==> config.mk <==
export PLATFORM = sky130hd
export DESIGN_NAME = fifo_uart_tx
export DESIGN_NICKNAME = d
export VERILOG_FILES = /design/src/rtl/uart_pkg.sv /design/src/rtl/uart_baud_cnt.sv /design/src/rtl/fifo_uart_tx.sv
export SDC_FILE = /design/constraint.sdc
export NUM_CORES = 1
export LEC_CHECK = 0
export BUFFER_PORTS_ARGS = -buffer_cell sky130_fd_sc_hd__buf_4
export CORE_AREA = 8 8 68 70
export CTS_CLUSTER_SIZE = 16
export DETAILED_ROUTE_END_ITERATION = 12
export DIE_AREA = 0 0 76 78
export MAX_ROUTING_LAYER = met4
export SYNTH_ARGS = -nofsm -noshare
export SYNTH_HDL_FRONTEND = slang
export SYNTH_SLANG_ARGS = --single-unit
==> constraint.sdc <==
create_clock -name clk -period 2.1 [get_ports clk]
set_clock_uncertainty 0.2 [all_clocks]
set_input_delay 0.315 -clock clk [delete_from_list [all_inputs] [get_ports clk]]
set_output_delay 0.315 -clock clk [all_outputs]
set_load 0.02 [all_outputs]
==> src/rtl/uart_pkg.sv <==
// Shared types and elaboration-time helpers for the FIFO-fed UART transmitter.
package uart_pkg;

    typedef enum logic [2:0] {
        ST_IDLE,
        ST_FETCH,
        ST_START,
        ST_DATA,
        ST_PARITY,
        ST_STOP
    } state_t;

    function automatic int baud_cnt_w(input int clks_per_bit);
        return (clks_per_bit > 1) ? $clog2(clks_per_bit) : 1;
    endfunction

    function automatic int frame_len(input int clks_per_bit, input int width,
                                     input int parity_en, input int stop_bits);
        return clks_per_bit * (1 + width + parity_en + stop_bits);
    endfunction

endpackage

==> src/rtl/uart_baud_cnt.sv <==
// Bit-period counter: counts 0..CLKS_PER_BIT-1 and flags the last cycle of each bit.
module uart_baud_cnt
    import uart_pkg::*;
#(
    parameter int CLKS_PER_BIT = 16
) (
    input  logic clk,
    input  logic rst_n,
    input  logic clr,
    output logic bit_tick
);

    localparam int CW = baud_cnt_w(CLKS_PER_BIT);
    localparam logic [CW-1:0] LAST = CW'(CLKS_PER_BIT - 1);

    logic [CW-1:0] cnt_q, cnt_d;

    always_comb begin
        cnt_d = cnt_q + CW'(1);
        if (clr || cnt_q == LAST) begin
            cnt_d = '0;
        end
    end

    always_ff @(posedge clk or negedge rst_n) begin
        if (!rst_n) begin
            cnt_q <= '0;
        end else begin
            cnt_q <= cnt_d;
        end
    end

    assign bit_tick = (cnt_q == LAST);

endmodule

==> src/rtl/fifo_uart_tx.sv <==
// Pops bytes from a registered-read FIFO and serialises them as UART frames
// (start, LSB-first data, optional even parity, 1 or 2 stop bits).
module fifo_uart_tx
    import uart_pkg::*;
#(
    parameter int WIDTH        = 8,
    parameter int CLKS_PER_BIT = 16,
    parameter int PARITY_EN    = 0,
    parameter int STOP_BITS    = 1
) (
    input  logic             clk,
    input  logic             rst_n,
    input  logic             enable,
    input  logic             fifo_empty,
    input  logic [WIDTH-1:0] fifo_data,
    output logic             fifo_rd_en,
    output logic             tx,
    output logic             busy,
    output logic             tx_done
);

    localparam int BW = $clog2(WIDTH) + 1;
    localparam logic [BW-1:0] LAST_DATA = BW'(WIDTH - 1);
    localparam logic [BW-1:0] LAST_STOP = BW'(STOP_BITS - 1);

    state_t           state_q, state_d;
    logic [WIDTH-1:0] shift_q, shift_d;
    logic             parity_q, parity_d;
    logic [BW-1:0]    bit_q, bit_d;
    logic             tx_q, tx_d;
    logic             bit_tick;
    logic             pop;
    logic             baud_clr;

    // Reset gating keeps the pop strobe quiet while the block is held in reset,
    // even though the state register already reads IDLE.
    assign pop        = rst_n && (state_q == ST_IDLE) && enable && !fifo_empty;
    assign fifo_rd_en = pop;
    assign baud_clr   = (state_d != state_q) || (state_q == ST_IDLE);

    uart_baud_cnt #(
        .CLKS_PER_BIT(CLKS_PER_BIT)
    ) u_baud (
        .clk     (clk),
        .rst_n   (rst_n),
        .clr     (baud_clr),
        .bit_tick(bit_tick)
    );

    always_comb begin
        state_d  = state_q;
        shift_d  = shift_q;
        parity_d = parity_q;
        bit_d    = bit_q;
        case (state_q)
            ST_IDLE: begin
                if (pop) begin
                    state_d = ST_FETCH;
                end
            end
            ST_FETCH: begin
                shift_d  = fifo_data;
                parity_d = ^fifo_data;
                state_d  = ST_START;
            end
            ST_START: begin
                if (bit_tick) begin
                    state_d = ST_DATA;
                end
            end
            ST_DATA: begin
                if (bit_tick) begin
                    shift_d = shift_q >> 1;
                    if (bit_q == LAST_DATA) begin
                        bit_d   = '0;
                        state_d = (PARITY_EN != 0) ? ST_PARITY : ST_STOP;
                    end else begin
                        bit_d = bit_q + BW'(1);
                    end
                end
            end
            ST_PARITY: begin
                if (bit_tick) begin
                    state_d = ST_STOP;
                end
            end
            ST_STOP: begin
                if (bit_tick) begin
                    if (bit_q == LAST_STOP) begin
                        bit_d   = '0;
                        state_d = ST_IDLE;
                    end else begin
                        bit_d = bit_q + BW'(1);
                    end
                end
            end
            default: begin
                state_d = ST_IDLE;
            end
        endcase
    end

    // Line level is derived from the next state so the registered tx lines up with state_q.
    always_comb begin
        tx_d = 1'b1;
        case (state_d)
            ST_START:  tx_d = 1'b0;
            ST_DATA:   tx_d = shift_d[0];
            ST_PARITY: tx_d = parity_d;
            default:   tx_d = 1'b1;
        endcase
    end

    always_ff @(posedge clk or negedge rst_n) begin
        if (!rst_n) begin
            state_q  <= ST_IDLE;
            shift_q  <= '0;
            parity_q <= 1'b0;
            bit_q    <= '0;
            tx_q     <= 1'b1;
        end else begin
            state_q  <= state_d;
            shift_q  <= shift_d;
            parity_q <= parity_d;
            bit_q    <= bit_d;
            tx_q     <= tx_d;
        end
    end

    assign tx      = tx_q;
    assign busy    = (state_q != ST_IDLE);
    assign tx_done = (state_q == ST_STOP) && bit_tick && (bit_q == LAST_STOP);

endmodule

Yosys cells after proc, flatten, opt, wreduce, memory -nomap -nowiden
Index checks and enable logic that the tools add are counted.
Widths: inputs -> output; s select.

cells by class
  $add $sub $neg = 2
  reduce and logical (&&, ||, !) cells = 16
  multiplexer cells = 18
  eq/ne operators = 13

operator list
  operator             count
  $mux 3               7
  $mux 4               5
  $pmux 3 s6           1
  $pmux 8 s2           1
  $eq 3x2->1 const B   4
  $eq 3x3->1 const B   3
  $add 4x1->4 const B  2
  $mux 8               1
  $pmux 4 s2           1
  $reduce_xor 8->1     1
  $logic_and 1x1->1    5
  $eq 4x3->1 const B   1
  $eq 4x4->1 const B   1
  $logic_not 4->1      1
  $ne 2x2->1 const B   2
  $reduce_bool 2->1    2
  $eq 3x1->1 const B   1
  $logic_not 3->1      1
  $ne 3x3->1           1
  $pmux 1 s3           1
  $reduce_and 3->1     1
  $reduce_bool 3->1    1
  $logic_or 1x1->1     2
  $reduce_and 2->1     1
  other kinds (2)      2

word-level totals
  register bits = 21
  output and inout bits = 4
  word-level logic and storage cells = 56
  input bits = 12

Logic depth before layout (Yosys ltp)
Gate-level depths: netlist of the first run.

  depth after elaboration = 10
  depth in mapped cells = 7
  mapped depth without buffers = 7

Cells and area by module
A second synthesis of the first run with hierarchy kept.

unflattened totals
  cell total of the unflattened synthesis = 116
  area, all modules = 1158.6 µm²

by module, submodules not included
  module         cells an instance  instances  seq. area each (µm²)  area an instance (µm²)
  fifo_uart_tx   103                1          426.7                 987.2
  uart_baud_cnt  13                 1          100.1                 171.4

Worst setup path before layout of the first run
OpenSTA, ideal clock, no wires.

  kind = flip-flop to output port
  from = reg u_baud.cnt_q[0]
  to = out tx_done
  data arrival time = 1.438 ns
  path buffers = 0
  required time = 1.585 ns
  cell stages (with the launch flop) = 4
  slack = 0.147 ns
  cells stage by stage = dfrtp_1 ha_1 nand3_4 nor4_1

on the way
  longest elaborated chain between the ends = 3

ends and longest elaborated chain
  item                             RTL line             source
  from (decl)                      uart_baud_cnt.sv:16  logic [CW-1:0] cnt_q, cnt_d;
  from (signal assigned)           uart_baud_cnt.sv:29  cnt_q <= cnt_d;
  $eq 4x4->1                       uart_baud_cnt.sv:33  assign bit_tick = (cnt_q == LAST);
  $logic_and 1x1->1 (2 in series)  fifo_uart_tx.sv:132  assign tx_done = (state_q == ST_STOP) && bit_tick && (bit_q == LAST_STOP);
  to (decl)                        fifo_uart_tx.sv:19   output logic tx_done

Every way passes these cells.

Worst setup path after layout of the first run
Ends and elaborated chain as after synthesis.

==> results.toml, run 1 <==
[global_route]
antenna_found_initial = 0
grt_pass1_vias = 945
grt_max_degree = 17
grt_pass1_wl_um = 4280
grt_overflow_total = 0
grt_util_all_layers = 0.0869

[detailed_routing]
ant_nets = 0
vias_per_cell = 4.89
drc = 0
highest_layer = "met4"
drt_iter0_drc = 71
avgRoutedWirePerCell_um = 13.2
wl_met3_um = 54
wl_met2_um = 1270
dr_total_vias = 943
drt-met1-wl_um = 1190
drtPass1Iterations = 4
routed_wirelength_um = 2560

[critical_path]
r2r-start = "bit_q[0]$_DFFE_PN0P_"
critical_path.max_fanout = 8
r2r_cells = 7
cp.arrival_ps = 1510
startpoint = "u_baud.cnt_q[0]$_DFF_PN0_"
endpoint_kind = "output port"
critical_path_required_ps = 1580
path_class = "reg -> out"
max_stage_delay_ps = 390
cpMaxStageDelayCell = "dfrtp_1"
crit_chain = "ha_2 -> nand3_4 -> nor4_2 -> buf_4"
crit_path_start_kind = "flop"

[timing]
period_minus_slack_ps = 2020
maxSlewViolCount = 0
timing.fmax_mhz = 495
slew_headroom = 0.786
setup_violations = 0
worst_pin_slew_ps = 318
period_share = 0.962
hold_violations = 0
tns_ps = 0

[floorplanning]
design.core.area_um2 = 3550
num_rows = 22
pin_count = 16
start_util = 0.340
dieArea_um2 = 5930
die_x_um = 76
die_y_um = 78

[synthesis]
syn_avg_cell_area_um2 = 9.83
synth.area.top_cells = "dfrtp_1 (41%), nand2_1 (6.8%), xnor2_1 (5.8%)"
synth_mux_area_frac = 0
synthSimpleGateAreaFrac = 0.256
synth_top_family_by_area = "simple AND/OR/NAND/NOR gates"
yosys_register_bits = 21
synth_area_um2 = 1210
synthAdderAreaFrac = 0.0311
synthXorXnorAreaFrac = 0.0880
synth_compound_area_frac = 0.149
syn_nets = 138
yosysTopAreaCell = "dfrtp_1"
ys_seq_area_frac = 0.436
synthCells = 123
yosys.area.top_type_share = 0.414
synth_cell_type_count = 42
yosysWarnings = 0

[power]
seq_power_share = 0.608
p_comb_frac = 0.113
vdd_ir_drop_max_v = 0.000217
power.share.clock = 0.279
leakage_nw = 0.641
p_sw_uw = 167
power_density_nw_per_um2 = 483
power.internal_uw = 532
switching_share = 0.239

[cells_and_area]
syn_to_final_growth_pct = 19.7
final_common_cell = "nand2_1"
diodes = 0
layout-drive-gt1-share = 0.297
nets = 161
fin_cells = 193
final_cell_mix = "nand2_1 (22), buf_4 (21), dfrtp_1 (17)"
final_util = 0.407

[clock_network]
clockBufferDepth = 2
cts_sinks = 21
clk_pin_slew_ps = 130
clock_tree.root_cell = "clkbuf_4"
cts_tree = "built"
clk_latency_ps = 300
cts-buffers-inserted = 3
ctsHtreeMaxLevel = 1

[placed_design]
numPortBuffers = 15
gp_congestion = 0.773
dpl.hpwl_um = 1900
place_inst = 183

[min_path]
hold_depth = 3
hold_start = "fifo_data[7]"
hold_class = "in -> reg"

[run]
max-cap-violations = 0

[status]
status = "completed"
per-layer routing:
layer / GRT usage / vias up
met5: - / -
met4: 0.0294 / 0
met3: 0.0150 / 2
met2: 0.150 / 7
met1: 0.0992 / 459
li1: - / 475
synth_stat cells (all sizes together):
master,number
a21oi,1
dfrtp,20
a22oi,6
nor4bb,2
clkbuf,1
a211o,1
nor3b,1
xnor2,8
and4,1
nor4,2
nand2b,3
buf,4
nor2,10
a21o,2
a21bo,1
nand3b,1
nand4b,1
nand3,4
and2,1
a31oi,1
nand2,22
o31ai,3
o21ai,7
and3,4
o21a,1
xor2,2
inv,3
nor2b,1
ha,3
a211oi,1
dfstp,1
a221oi,1
nor3,3
repair_timing:
item	in CTS	in global routing
setup endpoints to repair	1	2
resized for setup	4	2
pin swaps	0	1
hold buffers	1	0
buffers inserted	0	5
endpoints found under the hold margin	21	0
flip-flops by register name, summed over array words and instances, names as in the netlist:
register	cells
tx	1
u_baud.cnt_q	4
shift_q	8
bit_q	4
parity_q	1
state_q	3
final cells by class:
| class | instances | area [µm²] |
|---|---|---|
| fillers | 340 | 2100 |
| multi-input cells | 94 | 644 |
| flip-flops and latches | 21 | 531 |
| repair buffers | 23 | 173 |
| well taps | 48 | 60.1 |
| clock buffers | 3 | 22.5 |
| inverters | 3 | 11.3 |
| clock inverters | 1 | 5.00 |
worst paths after layout:
check | endpoint | slack (ps)
max in group asynchronous | shift_q[0]$_DFF_PN0_ | 1140
hold / removal | shift_q[7]$_DFFE_PN0P_ | 40
hold reg to reg | shift_q[4]$_DFFE_PN0P_ | 290
min in group asynchronous | state_q[1]$_DFF_PN0_ | 140
setup reg to reg | tx$_DFF_PN1_ | 210
setup / recovery | tx_done | 80
logic make-up after synthesis:
logic type               count (synthesis)
XOR/XNOR                                10
AO/OA/AOI/OAI                           25
adder cells (fa/ha/maj)                  3
flip-flops                              21
buffers and inverters                    8
AND/OR/NAND/NOR                         56
critical path: cells and delay by family (launching register included):
kind,cells,cell delay (ps)
and+or+nand+nor,2,400
DFF,1,390
adders and majority gates,1,240
buffers and inverters,1,180
per-stage QoR:
stage	power [mW]	hold WS, ps	setup slack [ps]	instance area, µm²
detailed placement	0.511	-59.9	261	1360
global placement	0.509	-63.6	275	1360
global route	0.740	52.2	-15.3	1450
floorplan	0.473	-181	147	1210
CTS	0.708	36.0	45.1	1410
finish	0.699	35.2	79.9	1450
power groups by stage:
stage	sequential (mW)	combinational, mW	clock, mW
after floorplan	0.433	0.0400	0
after global placement	0.432	0.0766	0
after detailed placement	0.433	0.0784	0
after CTS	0.425	0.0802	0.203
after global routing	0.427	0.0891	0.224
final	0.425	0.0792	0.195
No activity file was read; power rests on OpenSTA's default activity.
==> inputs of run 2 (changes only) <==
SETUP_SLACK_MARGIN = 0.1   (was not set)
clock period = 1.7 ns   (was 2.1 ns; I/O delays follow)
==> results.toml, run 2 (synthesis results as in run 1) <==
[floorplanning]
pin_count = 16
design.core.area_um2 = 3550
dieArea_um2 = 5930
die_y_um = 78
die_x_um = 76
start_util = 0.340
num_rows = 22

[power]
switching_share = 0.244
vdd_ir_drop_max_v = 0.000196
power.internal_uw = 674
p_comb_frac = 0.134
power_density_nw_per_um2 = 475
seq_power_share = 0.590
power.share.clock = 0.276
leakage_nw = 0.824
p_sw_uw = 218
power_uw = 892

[clock_network]
ctsHtreeMaxLevel = 1
cts_tree = "built"
clk_latency_ps = 300
cts-buffers-inserted = 3
clk_pin_slew_ps = 130
clock_tree.root_cell = "clkbuf_4"
clockBufferDepth = 2
cts_sinks = 21

[critical_path]
crit_chain = "nand3b_1 -> nor4_4 -> buf_4"
crit_family = "simple AND/OR/NAND/NOR gates"
r2r_end = "tx$_DFF_PN1_"
r2r-start = "u_baud.cnt_q[0]$_DFF_PN0_"
max_stage_delay_ps = 450
crit_path_start_kind = "flop"
critical_path.max_fanout = 4
critPathBufInv = 1
path_class = "reg -> out"
cp.arrival_ps = 1470
r2r_cells = 7
critical_path_required_ps = 1240
endpoint_kind = "output port"
cpMaxStageDelayCell = "dfrtp_2"
r2r_setup_slack_ps = -130

[timing]
period_minus_slack_ps = 1920
hold_violations = 0
tns_ps = -520
timing.fmax_mhz = 520
setup_violations = 4
slew_headroom = 0.704
maxSlewViolCount = 0
rsz0062_at_grt = "yes"
period_share = 1.13
hold_slack_ps = 170
worst_pin_slew_ps = 442
finalWorstSetupSlack_ps = -224

[detailed_routing]
drt_iter0_drc = 36
drtPass1Iterations = 4
routed_wirelength_um = 3030
avgRoutedWirePerCell_um = 13.6
dr_total_vias = 1080
drc = 0
vias_per_cell = 4.84
ant_nets = 0

[cells_and_area]
nets = 191
layout-drive-gt1-share = 0.497
final_common_cell = "buf_4"
diodes = 0
final_cell_mix = "buf_4 (36), nand2_1 (19), dfrtp_1 (17)"
syn_to_final_growth_pct = 55.3
fin_area_um2 = 1880
largest_reg_flops = 8
final_util = 0.529
fin_cells = 223
largestRegisters = "shift_q (8), bit_q (4), u_baud.cnt_q (4)"
regMostFlops = "shift_q"

[placed_design]
dp_slack_ps = -59.5
gp_congestion = 0.785
numPortBuffers = 15
dpl.hpwl_um = 1980
dpl-instance-area_um2 = 1460
place_inst = 190

[global_route]
grt_pass1_vias = 1132
antenna_found_initial = 0
grt_max_degree = 13
grt_pass1_wl_um = 5130
grt_overflow_total = 0
grt_util_all_layers = 0.105

[min_path]
hold_start = "fifo_empty"
hold_class = "in -> reg"
hold_end = "state_q[0]$_DFF_PN0_"
hold_depth = 4

[status]
violations = "negative setup slack"
status = "finished with violations"

[run]
max-cap-violations = 0
==> run 2: worst max-delay path by stage <==
| stage | start | to | slack, ps | cells past startpoint |
|---|---|---|---|---|
| floorplan | bit_q[0]$_DFFE_PN0P_ | tx_done | 70 | 4 |
| global placement | state_q[2]$_DFF_PN0_ | tx$_DFF_PN1_ | -40 | 5 |
| detailed placement | state_q[1]$_DFF_PN0_ | shift_q[7]$_DFFE_PN0P_ | -60 | 4 |
| CTS | bit_q[1]$_DFFE_PN0P_ | tx_done | -220 | 5 |
| global route | state_q[1]$_DFF_PN0_ | tx_done | -330 | 3 |
| finish | state_q[1]$_DFF_PN0_ | tx_done | -220 | 3 |
==> run 2: worst reg2reg max path, stage by stage (launching register included) <==
cell and delay [ps]:
dfrtp_1 410, ha_4 180, nand3_4 110, buf_6 160, nor4_2 260, o31ai_2 130
a21o_1 170, o21a_1 170
==> run 2: what timing repair did <==
item                       4_1_cts  5_1_grt
resized for setup               23       15
hold endpoints to repair        28        0
hold buffers                     9        0
setup endpoints to repair       15       18
pin swaps                       11       13
buffers inserted                13        8
==> run 2: routing by layer <==
layer | wire (µm) | global-route usage
met5 | 0 | -
met4 | 35 | 0.0490
met3 | 57 | 0.0138
met2 | 1640 | 0.183
met1 | 1290 | 0.117
==> run 2: power by group through the flow <==
| stage | Combinational, mW | Sequential, mW | Clock, mW |
|---|---|---|---|
| floorplan | 0.0500 | 0.535 | 0 |
| global placement | 0.0989 | 0.535 | 0 |
| detailed placement | 0.100 | 0.536 | 0 |
| CTS | 0.120 | 0.527 | 0.262 |
| global route | 0.132 | 0.528 | 0.287 |
| finish | 0.119 | 0.526 | 0.246 |
==> run 2: area by class of cell <==
cell class	count	area, µm²
fillers	306	1670
flip-flops and latches	21	531
clock buffers	3	22.5
repair buffers	53	450
well taps	48	60.1
clock inverters	1	5.00
multi-input cells	94	797
inverters	3	11.3
